`src/rtl/nn_mac_pkg.sv`:
```
// Shared types, default parameters and the activation helper for the neuron MAC stage.
package nn_mac_pkg;

    typedef enum logic [1:0] {
        ST_ACCUM  = 2'd0,
        ST_FLUSH  = 2'd1,
        ST_RESULT = 2'd2
    } state_t;

    localparam int DEF_N_INPUTS = 8;
    localparam int DEF_ACC_W    = 12;
    localparam int DEF_SHIFT    = 4;

    // Clamps the shifted sum to the next layer's 4-bit input range.
    function automatic logic [3:0] sat_act4(input logic hi_nonzero, input logic [3:0] lo);
        return hi_nonzero ? 4'hF : lo;
    endfunction

endpackage

```
`src/rtl/four_bit_multiplier.sv`:
```
// Unsigned 4x4 combinational multiplier feeding the MAC product register.
module four_bit_multiplier (
    input  logic [3:0] a,
    input  logic [3:0] b,
    output logic [7:0] p
);

    assign p = 8'(a) * 8'(b);

endmodule

```
`src/rtl/neuron_mac_accumulator.sv`:
```
// Streaming multiply-accumulate for one neuron: registered products, bias add,
// full-width sum plus a saturated 4-bit activation for the next layer.
module neuron_mac_accumulator
    import nn_mac_pkg::*;
#(
    parameter int N_INPUTS = DEF_N_INPUTS,
    parameter int ACC_W    = DEF_ACC_W,
    parameter int SHIFT    = DEF_SHIFT
) (
    input  logic             clk,
    input  logic             rst_n,
    input  logic             in_valid,
    output logic             in_ready,
    input  logic [3:0]       in_x,
    input  logic [3:0]       in_w,
    input  logic             in_last,
    input  logic [7:0]       bias,
    output logic             out_valid,
    input  logic             out_ready,
    output logic [ACC_W-1:0] out_acc,
    output logic [3:0]       out_act,
    output logic             err
);

    localparam int CNT_W = $clog2(N_INPUTS) + 1;

    state_t             state_q;
    logic [7:0]         prod_d;
    logic [7:0]         prod_q;
    logic               pv_q;
    logic [CNT_W-1:0]   cnt_q;
    logic [ACC_W-1:0]   acc_q;
    logic [ACC_W-1:0]   prod_add;
    logic [ACC_W-1:0]   acc_final;
    logic [ACC_W-1:0]   shifted;
    logic [ACC_W-1:0]   out_acc_q;
    logic [3:0]         out_act_q;
    logic               err_q;
    logic               accept;
    logic               last_cnt;
    logic               terminate;

    four_bit_multiplier u_mult (
        .a (in_x),
        .b (in_w),
        .p (prod_d)
    );

    // Handshakes: a beat or result transfers on a rising edge where valid and
    // ready are both high; valid never depends on ready, and data is held while
    // valid waits. Input and output transfers never coexist.
    assign in_ready  = (state_q == ST_ACCUM);
    assign out_valid = (state_q == ST_RESULT);
    assign accept    = in_valid && in_ready;
    assign last_cnt  = (cnt_q == CNT_W'(N_INPUTS - 1));
    assign terminate = accept && (in_last || last_cnt);

    // The terminating beat's product is still in prod_q during FLUSH.
    assign prod_add  = pv_q ? ACC_W'(prod_q) : '0;
    assign acc_final = acc_q + ACC_W'(prod_q) + ACC_W'(bias);
    assign shifted   = acc_final >> SHIFT;

    assign out_acc = out_acc_q;
    assign out_act = out_act_q;
    assign err     = err_q;

    always_ff @(posedge clk) begin
        if (!rst_n) begin
            state_q   <= ST_ACCUM;
            acc_q     <= '0;
            prod_q    <= '0;
            pv_q      <= 1'b0;
            cnt_q     <= '0;
            out_acc_q <= '0;
            out_act_q <= '0;
            err_q     <= 1'b0;
        end else begin
            case (state_q)
                ST_ACCUM: begin
                    acc_q <= acc_q + prod_add;
                    if (accept) begin
                        prod_q <= prod_d;
                        pv_q   <= 1'b1;
                        cnt_q  <= cnt_q + 1'b1;
                    end else begin
                        pv_q <= 1'b0;
                    end
                    if (terminate) begin
                        state_q <= ST_FLUSH;
                        // Length is wrong when in_last and the N-th beat disagree.
                        if (in_last != last_cnt) begin
                            err_q <= 1'b1;
                        end
                    end
                end
                ST_FLUSH: begin
                    out_acc_q <= acc_final;
                    out_act_q <= sat_act4(|(shifted >> 4), shifted[3:0]);
                    state_q   <= ST_RESULT;
                end
                ST_RESULT: begin
                    if (out_ready) begin
                        acc_q   <= '0;
                        cnt_q   <= '0;
                        pv_q    <= 1'b0;
                        state_q <= ST_ACCUM;
                    end
                end
                default: begin
                    state_q <= ST_ACCUM;
                end
            endcase
        end
    end

endmodule

```
`config.mk`:
```
export PLATFORM = sky130hd
export DESIGN_NAME = neuron_mac_accumulator
export DESIGN_NICKNAME = d
export VERILOG_FILES = /design/src/rtl/nn_mac_pkg.sv /design/src/rtl/four_bit_multiplier.sv /design/src/rtl/neuron_mac_accumulator.sv
export SDC_FILE = /design/constraint.sdc
export NUM_CORES = 1
export LEC_CHECK = 0
export CAP_MARGIN = 20
export CORE_MARGIN = 5
export CORE_UTILIZATION = 45
export CTS_CLUSTER_DIAMETER = 30
export DETAILED_ROUTE_END_ITERATION = 7
export GPL_TIMING_DRIVEN = 0
export PLACE_DENSITY = 0.71
export SLEW_MARGIN = 20
export SYNTH_ARGS = -nofsm -noshare
export SYNTH_HDL_FRONTEND = slang
export SYNTH_SLANG_ARGS = --single-unit
```
`constraint.sdc`:
```
create_clock -name clk -period 7.4 [get_ports clk]
set_clock_uncertainty 0.05 [all_clocks]
set_input_delay 1.48 -clock clk [delete_from_list [all_inputs] [get_ports clk]]
set_output_delay 1.48 -clock clk [all_outputs]
set_load 0.05 [all_outputs]
```
==> summary.md <==
| Metric | Value |
|---|---|
| Crit-path cells | `clkdlybuf4s50_1, nand2_1, fa_1, inv_1, fa_1, fa_1, a21oi_1, nor2_1, nor2_1, xor2_1, o21ai_0, and2_1` |
| Pre-antenna DRT Iters | `4` |
| Distinct cells, synth | `48` |
| Die X | `92.8 um` |
| Most common cell after layout, fill and taps aside | `nand2_1` |
| Fin Hold WS | `0.417 ns` |
| Post-synth top area share | `0.285` |
| Ratio of cells with drive above 1 in the final layout | `0.0348` |
| Setup TNS | `0 ns` |
| Crit Reg-Reg Endpoint | `out_act[0]$_SDFFE_PN0N_` |
| Top_reg_cell synth | `dfxtp_1` |
| Final hold vios | `0` |
| Synth warnings | `0` |
| Worst-Skew Late Latency | `0.29 ns` |
| R2R Setup Slk | `4.48 ns` |
| Detailed Route Iter0 Violations | `89` |
| Vias in the first global route | `2533` |
| RR Startpoint | `prod_q[0]$_SDFFE_PN0P_` |
| Worst min-delay path category | `reg2reg` |
| Slew Viols, Final | `0` |
| Worst Path Max Fanout | `4` |
| Comb power frac | `0.278` |
| P_sw | `182 uW` |
| Area grow syn2layout | `18.8%` |
| GRT Overall Usage | `0.162` |
| Grt total ovfl | `0` |
| I/O Buffers | `39` |
| Crit path top cell by count | `fa_1` |
| Worst Setup End Kind | `flip-flop` |
| Setup repair after global routing missed its margin | `false` |
| Setup CP Type | `in2reg` |
| Sw frac | `0.316` |
| DP Wirelength | `5270 um` |
| Reg power frac | `0.449` |
| Reg clk slew, reported paths | `0.08 ns` |
| Placer Congestion | `0.797` |
| Largest area contributor in the netlist | `dfxtp_1` |
| Max Root-Sink Buffers | `2` |
| Worst reg2reg path depth | `12` |
| Async set or reset register ratio after synthesis | `0` |
| Core ar. | `0.00672 mm2` |
| Worst path slowest cell | `fa_1` |
| Worst Setup SP | `in_w[3]` |
| Worst Max-Slew Pin Slew | `0.611 ns` |
| Pwr/cell area | `157 mW/mm2` |
| Pint | `393 uW` |
| CTS Buf Count | `5` |
| EDFF count, synth | `0` |
| CP arrival | `4.41 ns` |
| Fin crit period | `4.26 ns` |
| Starting Density | `0.460` |
| Critical Path RT | `7.55 ns` |
| Number of cells produced by synthesis | `355` |
| Final routed DRC violation total | `0` |
| H-tree levels | `2` |
| Root Driver | `clkbuf_8` |
| Vias per cell | `5.45` |
| Crit path capture | `prod_q[6]$_SDFFE_PN0P_` |
| Largest net degree at the start of global routing | `13` |
| Synthesized cell area | `0.00309 mm2` |
| Sequential area share after synthesis | `0.285` |
| Clock network fraction of design power | `0.273` |
| Inst Count DP | `474` |
| Via count | `2626` |
| Die height | `92.8 um` |
| LEAKAGE | `1.52 nW` |
| Die area | `0.00862 mm2` |
| First-pass GRT wire length | `11300 um` |
| Net Count, Synth | `420` |
| TritonCTS Sinks | `44` |
| Post-CTS sizing | `0` |
| Worst setup SP type | `input pin` |
| Commonest cells after routing, fill and taps aside | `nand2_1, dfxtp_1, clkdlybuf4s50_1` |
| Final setup viols | `0` |
| Io pins | `40` |
| Wire per inst | `13.7 um` |
| Synth area leaders | `dfxtp_1, ha_1, fa_1` |
| Std cell rows | `30` |
| Post-DRT Antenna Nets | `0` |
| Setup Fix Bufs, Post-CTS | `0` |
| TritonCTS clock tree | `yes` |
| Fin nets | `466` |
| # diodes | `0` |
| Yosys reg bits | `44` |
| Max_cap viols | `0` |
| Peak Freq | `0.235 GHz` |
| Outcome | `complete, no violations` |
| Crit-path max cell delay | `0.53 ns` |
| Worst rel slew slack | `0.582` |
| Syn Area/Cell | `8.70 um2` |
| Routed WL | `6620 um` |
| Worst vdd ir | `0.0000728 V` |
| Final period util | `0.575` |
| Initial antenna violation count | `0` |
| Cts hold-fix bufs | `0` |
| Non-Filler Instances | `482` |
## per-stage QoR
| stage | total power, mW | cell area, um2 | setup WS (ns) | util |
|---|---|---|---|---|
| floorplan | 0.376 | 3090 | 3.50 | - |
| global placement | 0.420 | 3580 | 2.85 | 0.533 |
| detailed placement | 0.424 | 3580 | 2.80 | 0.533 |
| CTS | 0.582 | 3670 | 3.12 | 0.546 |
| global route | 0.613 | 3670 | 2.97 | 0.546 |
| finish | 0.575 | 3670 | 3.14 | 0.546 |
## power by group through the flow
stage	Clock [mW]	Sequential [mW]	Combinational [mW]
2_1_floorplan	0	0.277	0.0988
3_3_place_gp	0	0.264	0.156
3_5_place_dp	0	0.264	0.160
4_1_cts	0.162	0.258	0.161
5_1_grt	0.174	0.260	0.180
6_report	0.157	0.258	0.160
## metal layers
metal	up-vias	GRT usage	share of wire
met5	-	0	0
met2	63	0.287	0.49
met1	1230	0.193	0.44
met3	11	0.0309	0.052
met4	0	0.0598	0.021
li1	1322	-	-
## sequential cells by signal (all words and copies together) (netlist names)
register  cells
cnt_q         4
state_q       2
pv_q          1
out_act       4
out_acc      12
err           1
acc_q        12
prod_q        8
## cells in the mapped netlist, drive strengths merged (3+ instances only)
| master | number |
|---|---|
| ha | 30 |
| nand2 | 45 |
| clkbuf | 12 |
| a21oi | 17 |
| fa | 14 |
| nor2b | 12 |
| mux2i | 3 |
| a21o | 4 |
| a211oi | 5 |
| and2 | 29 |
| inv | 17 |
| o21a | 4 |
| xnor2 | 6 |
| a21boi | 7 |
| nor3 | 3 |
| o211ai | 5 |
| nand3b | 5 |
| nor2 | 18 |
| o211a | 3 |
| nand3 | 10 |
| dfxtp | 44 |
| nand2b | 5 |
| xor2 | 8 |
| a22oi | 3 |
| o21ai | 24 |
## worst min-delay path by stage
stage,startpoint,endpoint,depth (start not counted)
after floorplan,prod_q[0]$_SDFFE_PN0P_,prod_q[0]$_SDFFE_PN0P_,2
after detailed placement,out_acc[8]$_SDFFE_PN0N_,out_acc[8]$_SDFFE_PN0N_,2
final,out_acc[1]$_SDFFE_PN0N_,out_acc[1]$_SDFFE_PN0N_,2
after global placement,out_acc[8]$_SDFFE_PN0N_,out_acc[8]$_SDFFE_PN0N_,2
after CTS,out_acc[8]$_SDFFE_PN0N_,out_acc[8]$_SDFFE_PN0N_,2
after global routing,out_acc[8]$_SDFFE_PN0N_,out_acc[8]$_SDFFE_PN0N_,2
## cells by family (layout without fill, tap and decap cells)
kind of cell | after synthesis | in the layout | share of synthesized area
flops | 44 | 44 | 0.285
fa+ha+maj | 44 | 44 | 0.212
simple gates | 137 | 137 | 0.230
mux | 3 | 3 | 0.00972
buf+inv | 29 | 76 | 0.0352
xor+xnor | 14 | 14 | 0.0397
compound gates | 84 | 84 | 0.188
## worst max-delay path, delay by kind of cell
family	cells	cell delay (ns)
adders and majority gates	3	1.53
and+or+nand+nor	4	0.41
xor gates and xnor gates	1	0.16
buffers and inverters	2	0.57
AOI/OAI and AO/OA	2	0.25
## final cells by class
cell class                 count  area (um2)
clock buffer                   8        90.1
tap                           80         100
fill                         643        3050
buffer                        12        45.0
timing repair buffer          39         390
inverter                      17        63.8
multi-input combinational    282        2100
sequential                    44         881
(Power assumes the default switching activity.)
